[src/rtl/parking_pkg.sv]
// Shared types for the parking gate beam sequencer: FSM states, per-edge step
// result and the pure next-state rule table.
package parking_pkg;

    localparam int DEFAULT_TIMEOUT_CYCLES = 1000;
    localparam int DEFAULT_TW             = 10;

    typedef enum logic [2:0] {
        ST_IDLE   = 3'd0,
        ST_IN_O   = 3'd1,
        ST_IN_OI  = 3'd2,
        ST_IN_I   = 3'd3,
        ST_OUT_I  = 3'd4,
        ST_OUT_IO = 3'd5,
        ST_OUT_O  = 3'd6,
        ST_FAULT  = 3'd7
    } gate_state_t;

    typedef struct packed {
        gate_state_t next_state;
        logic        entry_evt;
        logic        exit_evt;
    } gate_step_t;

    function automatic logic is_in_progress(input gate_state_t st);
        return (st != ST_IDLE) && (st != ST_FAULT);
    endfunction

    // Beam-pattern rules; {o,i} is the synchronized (outer, inner) pair.
    function automatic gate_step_t beam_step(input gate_state_t st, input logic [1:0] oi);
        gate_step_t r;
        r.next_state = st;
        r.entry_evt  = 1'b0;
        r.exit_evt   = 1'b0;
        case (st)
            ST_IDLE: begin
                case (oi)
                    2'b10:   r.next_state = ST_IN_O;
                    2'b01:   r.next_state = ST_OUT_I;
                    2'b11:   r.next_state = ST_FAULT;
                    default: r.next_state = st;
                endcase
            end
            ST_IN_O: begin
                case (oi)
                    2'b11:   r.next_state = ST_IN_OI;
                    2'b00:   r.next_state = ST_IDLE;
                    2'b01:   r.next_state = ST_FAULT;
                    default: r.next_state = st;
                endcase
            end
            ST_IN_OI: begin
                case (oi)
                    2'b01:   r.next_state = ST_IN_I;
                    2'b10:   r.next_state = ST_IN_O;
                    2'b00:   r.next_state = ST_IDLE;
                    default: r.next_state = st;
                endcase
            end
            ST_IN_I: begin
                case (oi)
                    2'b00: begin
                        r.next_state = ST_IDLE;
                        r.entry_evt  = 1'b1;
                    end
                    2'b11:   r.next_state = ST_IN_OI;
                    2'b10:   r.next_state = ST_FAULT;
                    default: r.next_state = st;
                endcase
            end
            ST_OUT_I: begin
                case (oi)
                    2'b11:   r.next_state = ST_OUT_IO;
                    2'b00:   r.next_state = ST_IDLE;
                    2'b10:   r.next_state = ST_FAULT;
                    default: r.next_state = st;
                endcase
            end
            ST_OUT_IO: begin
                case (oi)
                    2'b10:   r.next_state = ST_OUT_O;
                    2'b01:   r.next_state = ST_OUT_I;
                    2'b00:   r.next_state = ST_IDLE;
                    default: r.next_state = st;
                endcase
            end
            ST_OUT_O: begin
                case (oi)
                    2'b00: begin
                        r.next_state = ST_IDLE;
                        r.exit_evt   = 1'b1;
                    end
                    2'b11:   r.next_state = ST_OUT_IO;
                    2'b01:   r.next_state = ST_FAULT;
                    default: r.next_state = st;
                endcase
            end
            ST_FAULT: begin
                case (oi)
                    2'b00:   r.next_state = ST_IDLE;
                    default: r.next_state = st;
                endcase
            end
            default: r.next_state = ST_FAULT;
        endcase
        return r;
    endfunction

endpackage

[src/rtl/gate_beam_sequencer_if.sv]
// Beam inputs and vehicle event outputs of the gate sequencer; master drives
// the beams, slave is the sequencer.
interface gate_beam_sequencer_if;
    logic beam_outer;
    logic beam_inner;
    logic entry_pulse;
    logic exit_pulse;
    logic busy;
    logic fault;

    modport master (
        output beam_outer, beam_inner,
        input  entry_pulse, exit_pulse, busy, fault
    );

    modport slave (
        input  beam_outer, beam_inner,
        output entry_pulse, exit_pulse, busy, fault
    );
endinterface

[src/rtl/beam_sync.sv]
// Two-flop synchronizer for one asynchronous IR beam input.
module beam_sync (
    input  logic clk,
    input  logic reset,
    input  logic async_in,
    output logic sync_out
);
    logic meta_r;
    logic sync_r;

    // Metastability filter chain, cleared by reset so a stale beam is never seen
    always_ff @(posedge clk) begin
        if (reset) begin
            meta_r <= 1'b0;
            sync_r <= 1'b0;
        end else begin
            meta_r <= async_in;
            sync_r <= meta_r;
        end
    end

    assign sync_out = sync_r;
endmodule

[src/rtl/gate_beam_sequencer.sv]
// Parking gate direction sequencer: decodes the outer/inner beam order into
// one-cycle entry/exit events, with a per-state dwell timeout into FAULT.
module gate_beam_sequencer
    import parking_pkg::*;
#(
    parameter int TIMEOUT_CYCLES = DEFAULT_TIMEOUT_CYCLES,
    parameter int TW             = DEFAULT_TW
) (
    input  logic                 clk,
    input  logic                 reset,
    gate_beam_sequencer_if.slave bus
);
    localparam logic [TW-1:0] TMO_LAST = TW'(TIMEOUT_CYCLES - 1);
    localparam logic [TW-1:0] TMO_ONE  = TW'(1);

    logic          outer_sync_s;
    logic          inner_sync_s;
    gate_state_t   state_r;
    logic [TW-1:0] tmo_cnt_r;
    logic          entry_pulse_r;
    logic          exit_pulse_r;
    gate_step_t    step_s;
    logic          in_progress_s;
    logic          timeout_s;

    beam_sync u_sync_outer (
        .clk      (clk),
        .reset    (reset),
        .async_in (bus.beam_outer),
        .sync_out (outer_sync_s)
    );

    beam_sync u_sync_inner (
        .clk      (clk),
        .reset    (reset),
        .async_in (bus.beam_inner),
        .sync_out (inner_sync_s)
    );

    assign step_s        = beam_step(state_r, {outer_sync_s, inner_sync_s});
    assign in_progress_s = is_in_progress(state_r);
    assign timeout_s     = (tmo_cnt_r == TMO_LAST);

    // Sequencer state, dwell counter and event pulses; a real transition beats a timeout
    always_ff @(posedge clk) begin
        if (reset) begin
            state_r       <= ST_IDLE;
            tmo_cnt_r     <= {TW{1'b0}};
            entry_pulse_r <= 1'b0;
            exit_pulse_r  <= 1'b0;
        end else if (step_s.next_state != state_r) begin
            state_r       <= step_s.next_state;
            tmo_cnt_r     <= {TW{1'b0}};
            entry_pulse_r <= step_s.entry_evt;
            exit_pulse_r  <= step_s.exit_evt;
        end else if (in_progress_s && timeout_s) begin
            state_r       <= ST_FAULT;
            tmo_cnt_r     <= {TW{1'b0}};
            entry_pulse_r <= 1'b0;
            exit_pulse_r  <= 1'b0;
        end else if (in_progress_s) begin
            state_r       <= state_r;
            tmo_cnt_r     <= tmo_cnt_r + TMO_ONE;
            entry_pulse_r <= 1'b0;
            exit_pulse_r  <= 1'b0;
        end else begin
            state_r       <= state_r;
            tmo_cnt_r     <= {TW{1'b0}};
            entry_pulse_r <= 1'b0;
            exit_pulse_r  <= 1'b0;
        end
    end

    assign bus.entry_pulse = entry_pulse_r;
    assign bus.exit_pulse  = exit_pulse_r;
    assign bus.busy        = in_progress_s;
    assign bus.fault       = (state_r == ST_FAULT);
endmodule

[src/flat_wrapper.sv]
// flat-port wrapper written by rule: the top's interface ports become plain ports
module gate_beam_sequencer_flat import parking_pkg::*;
#(
    parameter int TIMEOUT_CYCLES = DEFAULT_TIMEOUT_CYCLES,
    parameter int TW             = DEFAULT_TW
)
  (clk, reset, bus_beam_outer, bus_beam_inner, bus_entry_pulse, bus_exit_pulse, bus_busy, bus_fault);
  gate_beam_sequencer_if bus_i ();
  input  logic clk;
  input  logic reset;
  input wire logic [$bits(bus_i.beam_outer)-1:0] bus_beam_outer;
  input wire logic [$bits(bus_i.beam_inner)-1:0] bus_beam_inner;
  output wire logic [$bits(bus_i.entry_pulse)-1:0] bus_entry_pulse;
  output wire logic [$bits(bus_i.exit_pulse)-1:0] bus_exit_pulse;
  output wire logic [$bits(bus_i.busy)-1:0] bus_busy;
  output wire logic [$bits(bus_i.fault)-1:0] bus_fault;
  assign bus_i.beam_outer = bus_beam_outer;
  assign bus_i.beam_inner = bus_beam_inner;
  assign bus_entry_pulse = bus_i.entry_pulse;
  assign bus_exit_pulse = bus_i.exit_pulse;
  assign bus_busy = bus_i.busy;
  assign bus_fault = bus_i.fault;
  gate_beam_sequencer #(.TIMEOUT_CYCLES(TIMEOUT_CYCLES), .TW(TW)) u_core (.clk(clk), .reset(reset), .bus(bus_i));
endmodule
[config.mk]
export PLATFORM = sky130hd
export DESIGN_NAME = gate_beam_sequencer_flat
export DESIGN_NICKNAME = d
export VERILOG_FILES = /design/src/rtl/parking_pkg.sv /design/src/rtl/gate_beam_sequencer_if.sv /design/src/rtl/beam_sync.sv /design/src/rtl/gate_beam_sequencer.sv /design/src/flat_wrapper.sv
export SDC_FILE = /design/constraint.sdc
export NUM_CORES = 1
export LEC_CHECK = 0
export ABC_AREA = 1
export CORE_ASPECT_RATIO = 1.2
export CORE_MARGIN = 2
export CORE_UTILIZATION = 45
export CTS_BUF_LIST = sky130_fd_sc_hd__clkbuf_4
export DETAILED_ROUTE_END_ITERATION = 12
export PLACE_DENSITY = 0.66
export SYNTH_ARGS = -nofsm -noshare
export SYNTH_HDL_FRONTEND = slang
export SYNTH_SLANG_ARGS = --single-unit
[constraint.sdc]
create_clock -name clk -period 1.8 [get_ports clk]
set_clock_uncertainty 0.05 [all_clocks]
set_input_delay 0.36 -clock clk [delete_from_list [all_inputs] [get_ports clk]]
set_output_delay 0.36 -clock clk [all_outputs]
set_load 0.02 [all_outputs]
Yosys cells after proc, flatten, opt, wreduce, memory -nomap -nowiden
Index checks and enable logic that the tools add are counted.

Add/sub/neg operators: 1. Multipliers: 0. Divide/modulo/power cells: 0. Order comparisons: 0. Eq/ne operators: 13. Shift-type cells: 0. Multiplexer cells: 12. Bitwise gates (word level): 4. Reduce and logical (&&, ||, !) cells: 9.

Operators by type and width (number): 3-bit one-hot mux with 3 select lines (7); 3-bit one-hot mux with 8 select lines (1); 3-bit == test, second input constant (4); 10-bit by 1-bit adder with 10-bit output, second input constant (1); 10-bit == test, second input constant (1); 3-bit 2-to-1 mux (3); 3-bit by 2-bit == test with 1-bit output, second input constant (2); 3-bit OR reduction (2); 2-bit == test, second input constant (2); 1-bit inverter (4); 4-bit OR reduction (1); 3-bit by 1-bit == test with 1-bit output, second input constant (1); 3-bit logical NOT (1); 3-bit != test (1); 3-bit != test, second input constant (1); 3-bit nonzero test (1); 2-bit by 1-bit == test with 1-bit output, second input constant (1); 1-bit logical AND (2); 2-bit logical NOT (1); 2-bit nonzero test (1); 1-bit 2-to-1 mux (1).

Register bits after elaboration: 19. Latch bits: 0. Bits in writable memories: 0. Bits in read-only memories: 0. Input bits: 4. Output and inout bits: 4. Word-level logic and storage cells: 47. Memories: 0.

Depth between registers and ports, before layout
Gate-level depths: netlist of run 1.

Word-level depth: 6. Mapped depth: 15. Mapped depth without buffers: 15.

Cells and area by module
From an unflattened synthesis of run 1, not the netlist that was laid out.

Cells, all modules: 194. Area total of the unflattened synthesis: 1295.0 µm².

By module, submodules not included: gate_beam_sequencer (instances 1, cells an instance 182, area each 1184.9 µm², sequential area each 300.3 µm²); beam_sync (instances 2, cells an instance 6, area each 55.1 µm², sequential area each 40.0 µm²).

Worst setup path before layout of run 1
OpenSTA, ideal clock, no wires.

Kind: register -> register. Start: register u_core.u_sync_outer.sync_r, in the netlist u_core.u_sync_outer.sync_out. End: register u_core.tmo_cnt_r[0]. Library setup time: 78 ps. Arrival: 1717 ps. Required time: 1672 ps. Path slack: -45 ps. Cell stages (with the launch flop): 13. Path buffers: 1. Clock period less this slack: 1845 ps. Path through: dfxtp_1 inv_1 ha_1 nor2_1 nand2_1 nand2_1 o21ai_0 nor2_2 nand4_1 nand2_1 nand4_4 buf_6 nor3_2.

Cells in the longest elaborated chain, start to end: 5. Elaborated cells on any way between the ends: 15. Classes of those cells: eq/ne (4); mux (9); reduce/logical (2).

Ends and longest elaborated chain: start: declaration (RTL line beam_sync.sv:9) `logic sync_r;`; start signal: assignment (RTL line beam_sync.sv:18) `sync_r <= meta_r;`; 2-bit by 1-bit == test with 1-bit output (tied with other cells); 3-bit one-hot mux with 3 select lines (tied with other cells) (RTL line parking_pkg.sv:88) `case (oi)`; 3-bit one-hot mux with 8 select lines (*) (RTL line parking_pkg.sv:35) `case (st)`; 3-bit != test (*) (RTL line gate_beam_sequencer.sv:51) `end else if (step_s.next_state != state_r) begin`; 4-bit OR reduction (no source line) (*); end signal: assignment (RTL line gate_beam_sequencer.sv:48) `tmo_cnt_r <= {TW{1'b0}};`; end signal: assignment (RTL line gate_beam_sequencer.sv:53) `tmo_cnt_r <= {TW{1'b0}};`; end signal: assignment (RTL line gate_beam_sequencer.sv:58) `tmo_cnt_r <= {TW{1'b0}};`; end: declaration (RTL line gate_beam_sequencer.sv:19) `logic [TW-1:0] tmo_cnt_r;`.

Every way passes the cells marked *; elsewhere a longest branch is shown, timed or not. A chain may end at the register's enable or synchronous reset.

Worst setup path in the final report of run 1
Start: register u_core.u_sync_inner.sync_r, in the netlist u_core.u_sync_inner.sync_out. End: register u_core.state_r[1].

Cells in the longest elaborated chain, start to end: 5. Elaborated cells on any way between the ends: 16. Classes of those cells: eq/ne (4); mux (10); reduce/logical (2).

Ends and longest elaborated chain: start: declaration (RTL line beam_sync.sv:9); start signal: assignment (RTL line beam_sync.sv:18); 2-bit by 1-bit == test with 1-bit output (tied with other cells); 3-bit one-hot mux with 3 select lines (tied with other cells) (RTL line parking_pkg.sv:88); 3-bit one-hot mux with 8 select lines (*) (RTL line parking_pkg.sv:35); 3-bit != test (RTL line gate_beam_sequencer.sv:51); 3-bit 2-to-1 mux or 2-bit nonzero test (tied branches); end signal: assignment (RTL line gate_beam_sequencer.sv:52) `state_r <= step_s.next_state;`; end signal: assignment (RTL line gate_beam_sequencer.sv:62) `state_r <= state_r;`; end signal: assignment (RTL line gate_beam_sequencer.sv:67) `state_r <= state_r;`; end: declaration (RTL line gate_beam_sequencer.sv:18) `gate_state_t state_r;`.

Marks and branches as above.

==> PnR_summary.wiki, run 1 <==
{| class="wikitable"
! Metric !! Value
|-
| Kind of capture point of the worst setup path || register
|-
| Yosys Warn Count || 0
|-
| Ratio of routed vias to standard cells || 5.39
|-
| Die H || 62.4 um
|-
| Fraction of the yosys area taken by sequential cells || 29.7%
|-
| Clock-pin transition on the worst setup and hold timing paths || 100 ps
|-
| Most used cells in the layout excluding fill and tap cells || 40 x sky130_fd_sc_hd__nand2_1, 25 x sky130_fd_sc_hd__buf_4, 16 x sky130_fd_sc_hd__inv_1, 16 x sky130_fd_sc_hd__nor2_1, 16 x sky130_fd_sc_hd__dfxtp_1
|-
| Worst Path Required || 1960 ps
|-
| Violations in the final reports || setup timing
|-
| Worst-Skew Late Latency || 300 ps
|-
| Buffers and inverters on the worst path || 3
|-
| Relative slew margins || 76.1%
|-
| Initial standard-cell utilization of the core || 46.4%
|-
| Number of routed nets with antenna violations || 0
|-
| N_diodes || 0
|-
| Clock Root Buffer || sky130_fd_sc_hd__clkbuf_4
|-
| Number of hold buffers added after cts || 0
|-
| Routability cong. || 0.903
|-
| I/O pin cnt || 8
|-
| Max stage delay on crit path || 380 ps
|-
| Routed via count || 1385
|-
| Share of the clock period used by the worst path after layout || 112%
|-
| Vias in the first global route || 1414
|-
| Startpoint class of the critical path || register
|-
| Register bit total from synthesis || 19
|-
| Critical Path AT || 2180 ps
|-
| Core Footprint || 0.00276 mm^2
|-
| Leakage power summed over all cells || 0.869 nW
|-
| Highest clock rate || 495 MHz
|-
| CTS HTree Levels || 1
|-
| Cell class contributing the biggest share of worst-path delay || simple AND/OR/NAND/NOR gates
|-
| Overall Global Routing Usage || 23.7%
|-
| Initial antenna violation count || 0
|-
| Pin slew with the least headroom to its limit || 353 ps
|-
| Area grow syn2layout || 51.3%
|-
| Final setup violation count || 15
|-
| Crit path kind || register to register
|-
| TritonCTS clock tree || yes
|-
| Setup slack after layout || -219 ps
|-
| Pin count of the biggest net entering global routing || 11
|-
| RSZ-0062 raised after global routing || true
|-
| Cell area after synthesis || 0.00128 mm^2
|-
| Number of standard cells after synthesis || 181
|-
| Placed wire-length estimate after detailed placement || 2280 um
|-
| Number of fill cells in the layout || 209
|-
| Top area cells in the synthesized netlist || sky130_fd_sc_hd__dfxtp_1 30%, sky130_fd_sc_hd__nand2_1 14%, sky130_fd_sc_hd__nor3_2 8.6%, sky130_fd_sc_hd__ha_1 7.8%, sky130_fd_sc_hd__nor2_1 7.6%
|-
| Post-Synthesis Net Count || 193
|-
| Die width || 52.7 um
|-
| Number of cell rows || 21
|-
| Multi-input logic area || 0.00102 mm^2
|-
| Power per cell area || 1170 mW/mm^2
|-
| Routed length on met2 || 2120 um
|-
| Final hold vios || 0
|-
| Total power consumption of the routed design || 0.00226 W
|-
| Status || complete, but fails checks
|-
| Number of design-rule violations left by the first detailed-router iteration || 44
|-
| Maximum buffer depth of the clock tree || 2
|-
| DRC violation count after routing || 0
|-
| Final critical path time including I/O delays and setup || 2020 ps
|-
| Wire length of the first global-routing pass || 5890 um
|-
| Num Clock Sinks || 19
|-
| Peak fanout along the critical path || 4
|-
| Type of the most critical hold path || register to register
|-
| Post-detailed-routing wire length || 3710 um
|-
| Post-synthesis area per instance || 7.07 um^2
|-
| Cell type with the highest aggregate area in the netlist || sky130_fd_sc_hd__dfxtp_1
|-
| Area of the die || 0.00329 mm^2
|-
| Top Layer Used || met4
|-
| Max capacitance violation total || 0
|-
| Most frequent standard cell in the layout excluding fill and tap cells || sky130_fd_sc_hd__nand2_1
|-
| First-pass iteration count of the detailed router || 5
|-
| Final Util || 70.2%
|-
| Proportion of layout cells with a drive suffix above 1 || 44.4%
|-
| Count of input and output buffers || 7
|-
| Critical path, cell by cell || buf_6 -> ha_4 -> buf_4 -> a21oi_2 -> nand2_1 -> nand2_2 -> nor2_4 -> nand3_2 -> nand2_1 -> nand2_2 -> nand4_4 -> buf_6 -> nor2_4 -> nor2_1
|-
| Synth unique cells || 26
|-
| Grt ovf || 0
|-
| Top cell type's share of synthesized area || 29.7%
|-
| Clock buffers created by TritonCTS || 3
|-
| Count of pins over their slew limit || 0
|-
| Slowest CP cell || sky130_fd_sc_hd__dfxtp_4
|-
| Total number of nets in the final design || 236
|-
| Average detailed-routed wire length per instance || 14.4 um
|-
| Met3 wire length || 124 um
|-
| Met1 layer wirelength in the final routing || 1290 um
|-
| Area taken by flip-flops and latches || 389 um^2
|-
| Worst ir drop on vdd || 0.00116 V
|}
where the power goes:
group / total, W / internal [W] / switching, W
registers: 0.000492 / 0.000456 / 0.0000364
clock network: 0.000226 / 0.000101 / 0.000125
logic: 0.00154 / 0.000722 / 0.000818
what timing repair did:
action,in CTS,in global routing
resized for setup,42,28
gates cloned,1,0
setup buffers,11,0
pin swaps,17,16
setup endpoints to repair,17,17
worst min-delay path, delay by kind of cell, from the launching register on:
| family | cells | cell delay (ps) |
|---|---|---|
| flops | 1 | 310 |
| simple gates | 1 | 30 |
| buf+inv | 1 | 40 |
routing by layer:
metal	up-vias	GRT usage [%]
li1	663	-
met1	653	23.3
met2	50	44.5
met5	-	0
met3	19	3.11
met4	0	13.1
cell families (layout without fill, tap and decap cells):
logic type                 count (synthesis)  count (layout)  share of synthesized area [%]
buffers and inverters                     25              67                           8.02
xor gates and xnor gates                   8               8                           5.47
DFF                                       19              19                           29.7
adders and majority gates                  8               8                           7.82
AOI/OAI and AO/OA                          5               5                           1.95
and+or+nand+nor                          116             116                           47.0
sequential cells by signal, summed over array words and instances (netlist names):
register / cells
u_core.bus.entry_pulse: 1
u_core.bus.exit_pulse: 1
u_core.state_r: 3
u_core.tmo_cnt_r: 10
u_core.u_sync_inner.meta_r: 1
u_core.u_sync_inner.sync_out: 1
u_core.u_sync_outer.meta_r: 1
u_core.u_sync_outer.sync_out: 1
path summary, 6_finish.rpt:
kind                                      from  cells after the start                      endpoint  slack [ps]
setup / recovery  u_core.u_sync_inner.sync_out                     14             u_core.state_r[1]        -220
hold / removal      u_core.u_sync_outer.meta_r                      2  u_core.u_sync_outer.sync_out         350
setup reg to reg  u_core.u_sync_inner.sync_out                     14             u_core.state_r[1]        -220
hold reg to reg     u_core.u_sync_outer.meta_r                      2  u_core.u_sync_outer.sync_out         350
Yosys cell counts (all sizes together):
| cell type | number |
|---|---|
| a21oi | 1 |
| and3 | 2 |
| buf | 2 |
| dfxtp | 19 |
| ha | 8 |
| inv | 23 |
| nand2 | 50 |
| nand3 | 12 |
| nand3b | 1 |
| nand4 | 6 |
| nor2 | 30 |
| nor3 | 13 |
| nor3b | 1 |
| nor4b | 1 |
| o21ai | 4 |
| xnor2 | 3 |
| xor2 | 5 |
layout make-up:
class / instances / share of cell area (%)
timing repair buffer: 40 / 18.9
multi-input combinational: 137 / 52.5
clock buffer: 4 / 1.55
inverter: 23 / 4.72
sequential: 19 / 20.1
tap: 34 / 2.20
stage by stage:
| step | hold slack, ps | TNS, ps | instance area (um^2) | cells | worst slack [ps] |
|---|---|---|---|---|---|
| 2_1_floorplan | 331 | 0 | 1300 | 181 | 2.55 |
| 3_3_place_gp | 333 | -2850 | 1570 | 242 | -226 |
| 3_5_place_dp | 338 | -2960 | 1570 | 242 | -241 |
| 4_1_cts | 351 | -2120 | 1870 | 258 | -208 |
| 5_1_grt | 376 | -4660 | 1940 | 257 | -332 |
| 6_report | 348 | -2620 | 1940 | 257 | -219 |
Power figures use the tool's default switching activity.
==> run 2: changes to the inputs <==
Settings changed: SLEW_MARGIN set to 20.
==> results of run 2 <==
Final layout, timing and power as in run 1 (identical DEF).
==> run 3: changes to the inputs <==
Settings changed: CAP_MARGIN set to 20.
==> results of run 3 <==
Final layout, timing and power as in run 1 (identical DEF).
